<file path="src/rtl/alureg_seq_pkg.sv">
`default_nettype none
// ============================================================================
// Module  : alureg_seq_pkg
// Purpose : Shared state encodings and opcode field constants for the
//           alureg fetch/decode/execute sequencer.
// Revision: 1.0 - initial release
// ============================================================================
package alureg_seq_pkg;

   typedef enum logic [2:0] {
      ST_FETCH  = 3'd0,
      ST_DECODE = 3'd1,
      ST_OPRD   = 3'd2,
      ST_EXEC   = 3'd3,
      ST_HALT   = 3'd4
   } seqState_t;

   localparam int          c_OP_W    = 8;

   localparam logic [1:0]  c_GRP_TA  = 2'b00;
   localparam logic [1:0]  c_GRP_MV  = 2'b01;
   localparam logic [1:0]  c_GRP_AL  = 2'b10;
   localparam logic [1:0]  c_GRP_SC  = 2'b11;

   localparam logic [7:0]  c_OP_HLT  = 8'h76;
   localparam logic [2:0]  c_SRC_MEM = 3'b110;

   function automatic logic [1:0] opGroup(input logic [c_OP_W-1:0] op);
      return op[7:6];
   endfunction

   function automatic logic [2:0] opDst(input logic [c_OP_W-1:0] op);
      return op[5:3];
   endfunction

   function automatic logic [2:0] opSrc(input logic [c_OP_W-1:0] op);
      return op[2:0];
   endfunction

endpackage
`default_nettype wire

</file>
<file path="src/rtl/alureg_seq_if.sv">
`default_nettype none
// ============================================================================
// Module  : alureg_seq_if
// Purpose : Memory read handshake between the sequencer and program memory.
// Revision: 1.0 - initial release
// ============================================================================
interface alureg_seq_if #(
   parameter int PCSIZE   = 16,
   parameter int DATASIZE = 8
);
   logic                mem_req;
   logic [PCSIZE-1:0]   mem_addr;
   logic                mem_ack;
   logic [DATASIZE-1:0] mem_dat;

   modport master (
      output mem_req,
      output mem_addr,
      input  mem_ack,
      input  mem_dat
   );

   modport slave (
      input  mem_req,
      input  mem_addr,
      output mem_ack,
      output mem_dat
   );
endinterface
`default_nettype wire

</file>
<file path="src/rtl/alureg_dec.sv">
`default_nettype none
// ============================================================================
// Module  : alureg_dec
// Purpose : Combinational opcode classifier: halt, illegal, immediate operand.
// Revision: 1.0 - initial release
// ============================================================================
module alureg_dec
   import alureg_seq_pkg::*;
(
   input  wire logic [c_OP_W-1:0] opCode,
   output logic                   is_hlt,
   output logic                   is_ill,
   output logic                   need_imm
);

   logic [1:0] w_grp;
   logic [2:0] w_dst;
   logic [2:0] w_src;

   assign w_grp = opGroup(opCode);
   assign w_dst = opDst(opCode);
   assign w_src = opSrc(opCode);

   always_comb begin
      is_hlt   = 1'b0;
      is_ill   = 1'b0;
      need_imm = 1'b0;
      // HLT sits inside the move group's store-to-memory slot, so it wins first
      if (opCode == c_OP_HLT) begin
         is_hlt = 1'b1;
      end else begin
         case (w_grp)
            c_GRP_MV: begin
               if (w_dst == c_SRC_MEM) is_ill = 1'b1;
               else                    need_imm = (w_src == c_SRC_MEM);
            end
            c_GRP_AL: need_imm = (w_src == c_SRC_MEM);
            c_GRP_TA,
            c_GRP_SC: is_ill = 1'b1;
            default:  is_ill = 1'b1;
         endcase
      end
   end

endmodule
`default_nettype wire

</file>
<file path="src/rtl/alureg_seq.sv">
`default_nettype none
// ============================================================================
// Module  : alureg_seq
// Purpose : Fetch/decode/execute sequencer generating alureg datapath strobes.
// Revision: 1.0 - initial release
// ============================================================================
module alureg_seq
   import alureg_seq_pkg::*;
#(
   parameter int                 PCSIZE   = 16,
   parameter int                 DATASIZE = 8,
   parameter logic [PCSIZE-1:0]  RESET_PC = '0
)(
   input  wire logic                clk,
   input  wire logic                rst,
   alureg_seq_if.master             bus,
   output logic                     o_enc,
   output logic                     o_end,
   output logic                     o_rrd,
   output logic                     o_rwr,
   output logic [DATASIZE-1:0]      o_dat,
   output logic                     o_hlt,
   output logic                     o_ill,
   input  wire logic                i_run
);

   seqState_t           r_state;
   seqState_t           w_nextState;
   logic [PCSIZE-1:0]   r_pc;
   logic [c_OP_W-1:0]   r_opCode;

   logic                w_isHlt;
   logic                w_isIll;
   logic                w_needImm;
   logic                w_fetchAck;
   logic                w_immAck;

   alureg_dec u_dec (
      .opCode   (r_opCode),
      .is_hlt   (w_isHlt),
      .is_ill   (w_isIll),
      .need_imm (w_needImm)
   );

   // Reset gating keeps a stray ack from producing a strobe while rst is high
   assign w_fetchAck = (r_state == ST_FETCH) && bus.mem_ack && !rst;
   assign w_immAck   = (r_state == ST_OPRD)  && bus.mem_ack && !rst;

   always_ff @(posedge clk or posedge rst) begin
      if (rst) begin
         r_state  <= ST_FETCH;
         r_pc     <= RESET_PC;
         r_opCode <= '0;
      end else begin
         r_state <= w_nextState;
         if (w_fetchAck) begin
            r_opCode <= bus.mem_dat[c_OP_W-1:0];
            r_pc     <= r_pc + 1'b1;
         end else if (w_immAck) begin
            r_pc     <= r_pc + 1'b1;
         end
      end
   end

   always_comb begin
      w_nextState = r_state;
      o_enc       = 1'b0;
      o_end       = 1'b0;
      o_rrd       = 1'b0;
      o_rwr       = 1'b0;
      o_hlt       = 1'b0;
      o_ill       = 1'b0;
      bus.mem_req = 1'b0;
      case (r_state)
         ST_FETCH: begin
            bus.mem_req = 1'b1;
            o_enc       = w_fetchAck;
            if (w_fetchAck) w_nextState = ST_DECODE;
         end
         ST_DECODE: begin
            if (w_isHlt)        w_nextState = ST_HALT;
            else if (w_isIll) begin
               o_ill       = !rst;
               w_nextState = ST_FETCH;
            end
            else if (w_needImm) w_nextState = ST_OPRD;
            else                w_nextState = ST_EXEC;
         end
         ST_OPRD: begin
            bus.mem_req = 1'b1;
            o_end       = w_immAck;
            if (w_immAck) w_nextState = ST_EXEC;
         end
         ST_EXEC: begin
            o_rrd       = !rst;
            o_rwr       = !rst;
            w_nextState = ST_FETCH;
         end
         ST_HALT: begin
            o_hlt = !rst;
            if (i_run) w_nextState = ST_FETCH;
         end
         default: w_nextState = ST_FETCH;
      endcase
   end

   assign bus.mem_addr = r_pc;
   assign o_dat        = bus.mem_dat;

endmodule
`default_nettype wire

</file>
<file path="src/flat_wrapper.sv">
// flat-port wrapper written by rule: the top's interface ports become plain ports
module alureg_seq_flat import alureg_seq_pkg::*;
#(
   parameter int                 PCSIZE   = 16,
   parameter int                 DATASIZE = 8,
   parameter logic [PCSIZE-1:0]  RESET_PC = '0
)
  (clk, rst, o_enc, o_end, o_rrd, o_rwr, o_dat, o_hlt, o_ill, i_run, bus_mem_req, bus_mem_addr, bus_mem_ack, bus_mem_dat);
  alureg_seq_if #(.PCSIZE(PCSIZE), .DATASIZE(DATASIZE)) bus_i ();
  input  wire logic clk;
  input  wire logic rst;
  output logic o_enc;
  output logic o_end;
  output logic o_rrd;
  output logic o_rwr;
  output logic [DATASIZE-1:0] o_dat;
  output logic o_hlt;
  output logic o_ill;
  input  wire logic i_run;
  output wire logic [$bits(bus_i.mem_req)-1:0] bus_mem_req;
  output wire logic [$bits(bus_i.mem_addr)-1:0] bus_mem_addr;
  input wire logic [$bits(bus_i.mem_ack)-1:0] bus_mem_ack;
  input wire logic [$bits(bus_i.mem_dat)-1:0] bus_mem_dat;
  assign bus_mem_req = bus_i.mem_req;
  assign bus_mem_addr = bus_i.mem_addr;
  assign bus_i.mem_ack = bus_mem_ack;
  assign bus_i.mem_dat = bus_mem_dat;
  alureg_seq #(.PCSIZE(PCSIZE), .DATASIZE(DATASIZE), .RESET_PC(RESET_PC)) u_core (.clk(clk), .rst(rst), .bus(bus_i), .o_enc(o_enc), .o_end(o_end), .o_rrd(o_rrd), .o_rwr(o_rwr), .o_dat(o_dat), .o_hlt(o_hlt), .o_ill(o_ill), .i_run(i_run));
endmodule
</file>
<file path="config.mk">
export PLATFORM = sky130hd
export DESIGN_NAME = alureg_seq_flat
export DESIGN_NICKNAME = d
export VERILOG_FILES = /design/src/rtl/alureg_seq_pkg.sv /design/src/rtl/alureg_seq_if.sv /design/src/rtl/alureg_dec.sv /design/src/rtl/alureg_seq.sv /design/src/flat_wrapper.sv
export SDC_FILE = /design/constraint.sdc
export NUM_CORES = 1
export LEC_CHECK = 0
export CAP_MARGIN = 20
export CORE_MARGIN = 1
export CORE_UTILIZATION = 35
export DETAILED_ROUTE_END_ITERATION = 10
export HOLD_SLACK_MARGIN = 0.1
export PLACE_DENSITY_LB_ADDON = 0.05
export SYNTH_ARGS = -nofsm -noshare
export SYNTH_HDL_FRONTEND = slang
export SYNTH_SLANG_ARGS = --single-unit
</file>
<file path="constraint.sdc">
create_clock -name clk -period 3.8 [get_ports clk]
set_input_delay 0.38 -clock clk [delete_from_list [all_inputs] [get_ports clk]]
set_output_delay 0.38 -clock clk [all_outputs]
set_load 0.02 [all_outputs]
</file>
# Word level (Yosys, flattened, before mapping)
# Index checks and enable logic that the tools add are counted.
[totals]
register_bits = 27
inputBits = 12
wordCells = 52
[op_classes]
addsub = 1
eq_ne = 13
n_mux = 24
reduce_logical = 11
[ops]
columns = ["op", "n"]
rows = [
  ["2-to-1 mux 16 bit", 2],
  ["adder 16 x 1 -> 16 bit (second input constant)", 1],
  ["2-to-1 mux 3 bit", 5],
  ["2-to-1 mux 1 bit", 14],
  ["one-hot mux 3 bit (4 select lines)", 1],
  ["equality test 3 bit (second input constant)", 3],
  ["equality test 8 x 7 -> 1 bit (second input constant)", 1],
  ["equality test 3 x 2 -> 1 bit (second input constant)", 2],
  ["equality test 2 bit (second input constant)", 2],
  ["logical AND 1 bit", 4],
  ["inequality test 2 x 1 -> 1 bit (second input constant)", 2],
  ["one-hot mux 1 bit (2 select lines)", 2],
  ["OR reduction 2 bit", 2],
  ["equality test 3 x 1 -> 1 bit (second input constant)", 1],
  ["zero test 3 bit", 1],
  ["AND reduction 3 bit", 1],
  ["equality test 2 x 1 -> 1 bit (second input constant)", 1],
  ["zero test 2 bit", 1],
  ["inequality test 2 bit (second input constant)", 1],
  ["nonzero test 2 bit", 1],
  ["zero test 1 bit", 1],
]

# Longest topological paths before layout
[depth]
depth_word = 8
depth_mapped = 6

# Modules after synthesis
# Synthesis repeated with hierarchy kept, for this count alone.
[hier_totals]
cells_unflattened = 122
area_unflattened_um2 = 1382.6
[modules_own_cells]
columns = ["module", "n_inst", "cells_per_inst", "area_each_um2", "seq_area_each_um2"]
rows = [
  ["alureg_seq", 1, 110, 1290.0, 675.6],
  ["alureg_dec", 1, 12, 92.6, 0.0],
]

# Worst setup path before layout
# Ideal clock, no wire load.
[synth_timing]
path_type = "register -> output"
start = "register u_core.r_state[2]"
end = "output o_ill"
arrival_ps = 1682
t_required_ps = 3420
setup_slack_ps = 1738
stages_incl_launch_ff = 4
path_buffers = 0
path_cell_list = "dfrtp_1 > or3b_2 > or3_1 > nor3_1"
[synth_via]
elab_chain_cells = 2
[synth_rtl]
columns = ["element", "line_no", "source"]
rows = [
  ["start, declared", "alureg_seq.sv:27", "seqState_t r_state;"],
  ["start signal, assigned", "alureg_seq.sv:55", "r_state <= w_nextState;"],
  ["equality test 3 x 1 -> 1 bit", "alureg_seq.sv:74", "case (r_state)"],
  ["2-to-1 mux 1 bit", "alureg_seq.sv:74", ""],
  ["end, declared", "flat_wrapper.sv:18", "output logic o_ill;"],
]
# No other way between the ends.

# Worst setup path in the final report
[layout_timing]
start = "input rst"
end = "output o_enc"
[layout_via]
elab_chain_cells = 3
[layout_rtl]
columns = ["element", "line_no", "source"]
rows = [
  ["start, declared", "flat_wrapper.sv:11", "input wire logic rst;"],
  ["zero test 1 bit", "alureg_seq.sv:46", "assign w_fetchAck = (r_state == ST_FETCH) && bus.mem_ack && !rst;"],
  ["logical AND 1 bit", "alureg_seq.sv:46", ""],
  ["2-to-1 mux 1 bit", "alureg_seq.sv:74", ""],
  ["end, declared", "flat_wrapper.sv:12", "output logic o_enc;"],
]
# No other way between the ends.

==> out/results.env <==
STATUS='finished clean'
WORST_PATH_DOMINANT_CELL_FAMILY='buffers and inverters'
NUMBER_OF_ANTENNA_VIOLATIONS_AT_THE_FIRST_CHECK_IN_GLOBAL_ROUTING=0
SKEW_NS=0.003178
CAP_VIOL_MAX_COUNT=0
SYNTH.CELL_AREA_MM2=0.001355
IO_BUFFER_COUNT=42
PATH_CELLS='clkdlybuf4s50_1, or4b_1, nor2_1, buf_4, clkdlybuf4s50_1'
CRITPATHARRIVALTIME_NS=2.54
POWER_mW=0.9904
WORST_PATH_LARGEST_CELL_DELAY_NS=0.69
YOSYSSEQAREASHARE_PCT=49.86
WORST_SLACK_NS=0.8791
CLK-INSERTION-DELAY-LATE_NS=0.27
PWR_DENSITY_mW_PER_MM2=546.3
CTS_RESIZED=0
REPORT.FINAL.HOLD_VIOL_COUNT=0
MOST_COMMON_LIBRARY_CELL_IN_THE_LAYOUT_IGNORING_FILL_AND_TAPS='sky130_fd_sc_hd__clkdlybuf4s50_1'
CRITPATHMOSTFREQUENTCELL='sky130_fd_sc_hd__clkdlybuf4s50_1'
SYNTH_ENABLE_FLOP_CELLS=0
SYN_NETS=138
DIODES=0
POST_ROUTE_CELLS_DRIVE_ABOVE_1_SHARE_PCT=10.06
P_INT_mW=0.6363
SYNTH_TOP_CELLS_BY_AREA='sky130_fd_sc_hd__dfrtp_1, sky130_fd_sc_hd__xnor2_1, sky130_fd_sc_hd__buf_4'
VDD.IR_DROP.WORST_mV=0.2475
IO_PINS=43
YOSYSUNIQUECELLTYPES=31
WORST_SETUP_PATH_END_KIND='output pin'
SYNTH-SEQ-CELLS=27
LAYOUT.CORE_UTILIZATION_PCT=49.15
SEQUENTIALPOWERSHARE_PCT=44.9
FINAL_PERIOD_MINUS_WORST_SETUP_SLACK_NS=2.921
PLACE_CONGESTION=0.7456
WORST_HOLD_PATH_TYPE='flip-flop to flip-flop'
VIAS_PER_CELL=4.763
YOSYS.AREA.TOP_TYPE_SHARE_PCT=49.86
FIN_SETUP_TNS_NS=0
SETUP-VIOLATIONS-FINAL=0
STD_CELL_ROWS=22
AREA.GROWTH.SYNTH_TO_FINAL_PCT=33.80
SYNTH_WARNINGS=0
SW_FRAC_OF_TOTAL_PCT=35.75
AVERAGE_WIRE_PER_STANDARD_CELL_UM=12.39
DIE_W_UM=64.22
POST-ROUTE-PERIOD-UTIL_PCT=76.87
CTS.REPORTEDPATHS.CLKPINSLEW_NS=0.09
TIMING.SLEW.HEADROOM_PCT=73.70
INITIAL_CORE_UTILIZATION_PCT=36.74
GLOBAL_ROUTE.USAGE.TOTAL_PCT=14.05
DR_TOTAL_VIAS=986
CTSHTREEMAXLEVEL=1
SWITCHING_POWER_mW=0.3541
CATEGORY_OF_THE_MOST_CRITICAL_SETUP_PATH='input port to output pin'
MAX_SLEW.WORST_PIN.SLEW_NS=0.3916
FIRST_GLOBAL_VIAS=1005
P_COMB_SHARE_PCT=38.3
DRCVIOLATIONCOUNT=0
SYNTH.LARGEST_AREA_CELL='sky130_fd_sc_hd__dfrtp_1'
DRT-PASS1-ITER-COUNT=4
DETAIL_ROUTE.ITER0.VIOLATIONS=31
PLACEMENT.SETUP.WORST_SLACK_NS=0.8972
GRT_START_MAX_NET_PINS=29
CTS-HOLD-FIX-BUFFERS=0
CTS.REPAIR_TIMING.SETUP_BUFFER_COUNT=0
SHARE_CLK_OF_TOTAL_POWER_PCT=16.7
CTS_BUFFERS=3
CP_SLOWEST_CELL='sky130_fd_sc_hd__or4b_1'
GRT_SETUP_UNREPAIRED='false'
DIE_AREA_MM2=0.004124
ROUTE.FINAL.WIRE_LENGTH_MM=2.565
FINAL_CELL_MIX='sky130_fd_sc_hd__clkdlybuf4s50_1, sky130_fd_sc_hd__dfrtp_1, sky130_fd_sc_hd__nand2_1'
TRITONCTS_CLOCK_TREE='done'
DP_HPWL_MM=1.882
CHIPHEIGHT_UM=64.22
POSTSYNTHAREAPERCELL_UM2=11.11
POWER.STATIC_LEAKAGE_nW=0.7696
FINALMAXSLEWVIOLATIONS=0
CRITICAL_PATH.N_BUFFERS_INVERTERS=3
OVERFLOW_LEFT_AFTER_GLOBAL_ROUTING=0
MAX_FREQ_MHz=342.4
FIRST_PASS_GRT_WIRE_LENGTH_MM=4.491
DETAIL-ROUTE-ANTENNA-NETS=0
SYNTH-ASYNC-RESET-RATIO_PCT=100.0
CLOCKBUFFERDEPTH=2
CP_DATA_REQUIRED_TIME_NS=3.42
LAYOUT.NETS=176
SETUP.WORST_PATH.START_CLASS='input port'
CTSROOTBUFFERMASTER='sky130_fd_sc_hd__clkbuf_8'
POSTSYNTH.TOPFLOPCELL='sky130_fd_sc_hd__dfrtp_1'
NUMBER_OF_CLOCK_SINKS=27
FP.COREAREA_MM2=0.003689
CRITPATHMAXFANOUT=11
SYNTH_CELLS=122
## final cells by class
type	count	area, um2
Fill cell	360	1876
Clock buffer	3	41.29
Clock inverter	1	5.005
Multi-Input combinational cell	80	580.6
Timing Repair Buffer	44	435.4
Sequential cell	27	675.6
Inverter	4	15.01
Tap cell	48	60.06
## state kept, by name, indices dropped and copies added, names as in the netlist
register and flops:
u_core.bus.mem_addr 16, u_core.r_opCode 8, u_core.r_state 3
## worst paths after layout
path	start	to	slack (ns)	depth (start not counted)
min	u_core.bus.mem_addr[15]$_DFFE_PP0P_	u_core.bus.mem_addr[15]$_DFFE_PP0P_	0.48	1
min reg2reg	u_core.bus.mem_addr[15]$_DFFE_PP0P_	u_core.bus.mem_addr[15]$_DFFE_PP0P_	0.48	1
min in group asynchronous	rst	u_core.r_state[2]$_DFFE_PP0P_	0.58	3
max	rst	o_enc	0.88	5
max reg2reg	u_core.r_state[2]$_DFFE_PP0P_	u_core.bus.mem_addr[13]$_DFFE_PP0P_	1.74	4
max in group asynchronous	rst	u_core.r_opCode[7]$_DFFE_PP0P_	2.95	3
## through the flow
stage | instance area, um2 | hold WS [ns] | cells
floorplan | 1355 | 0.4380 | 122
global placement | 1767 | 0.4627 | 203
detailed placement | 1767 | 0.4672 | 203
CTS | 1813 | 0.4804 | 207
global route | 1813 | 0.5289 | 207
finish | 1813 | 0.4819 | 207
## cells by family (layout without fill, tap and decap cells)
logic type | after synthesis | after routing | share of synthesized area, %
and+or+nand+nor | 47 | 47 | 21.33
DFF | 27 | 27 | 49.86
xor gates and xnor gates | 15 | 15 | 9.695
buffers and inverters | 15 | 52 | 7.293
AOI/OAI and AO/OA | 8 | 8 | 3.139
muxes | 6 | 6 | 4.986
adders and majority gates | 4 | 4 | 3.694
## power by group through the flow
stage / sequential, mW / combinational, mW / clock, mW
floorplan: 0.473 / 0.216 / 0
global placement: 0.451 / 0.378 / 0
finish: 0.445 / 0.379 / 0.166
CTS: 0.446 / 0.385 / 0.172
global route: 0.464 / 0.416 / 0.181
detailed placement: 0.452 / 0.382 / 0
## per-layer routing
metal / share of wire (%) / vias to the layer above / GRT usage [%] / wire [um]
met5: 0 / - / 0 / 0
met4: 1.7 / 0 / 6.111 / 43
met3: 5.6 / 5 / 3.036 / 144
met2: 42 / 35 / 22.21 / 1085
met1: 50 / 463 / 18.42 / 1292
li1: - / 483 / - / -
## Yosys cell counts, drive strengths merged (3+ instances only)
library cell	count
xnor2	11
xor2	4
ha	4
mux2	6
buf	11
nand3	7
nor2	5
nand2	13
a21oi	4
inv	4
and4	3
dfrtp	27
o21ai	3
(Power assumes the default switching activity.)
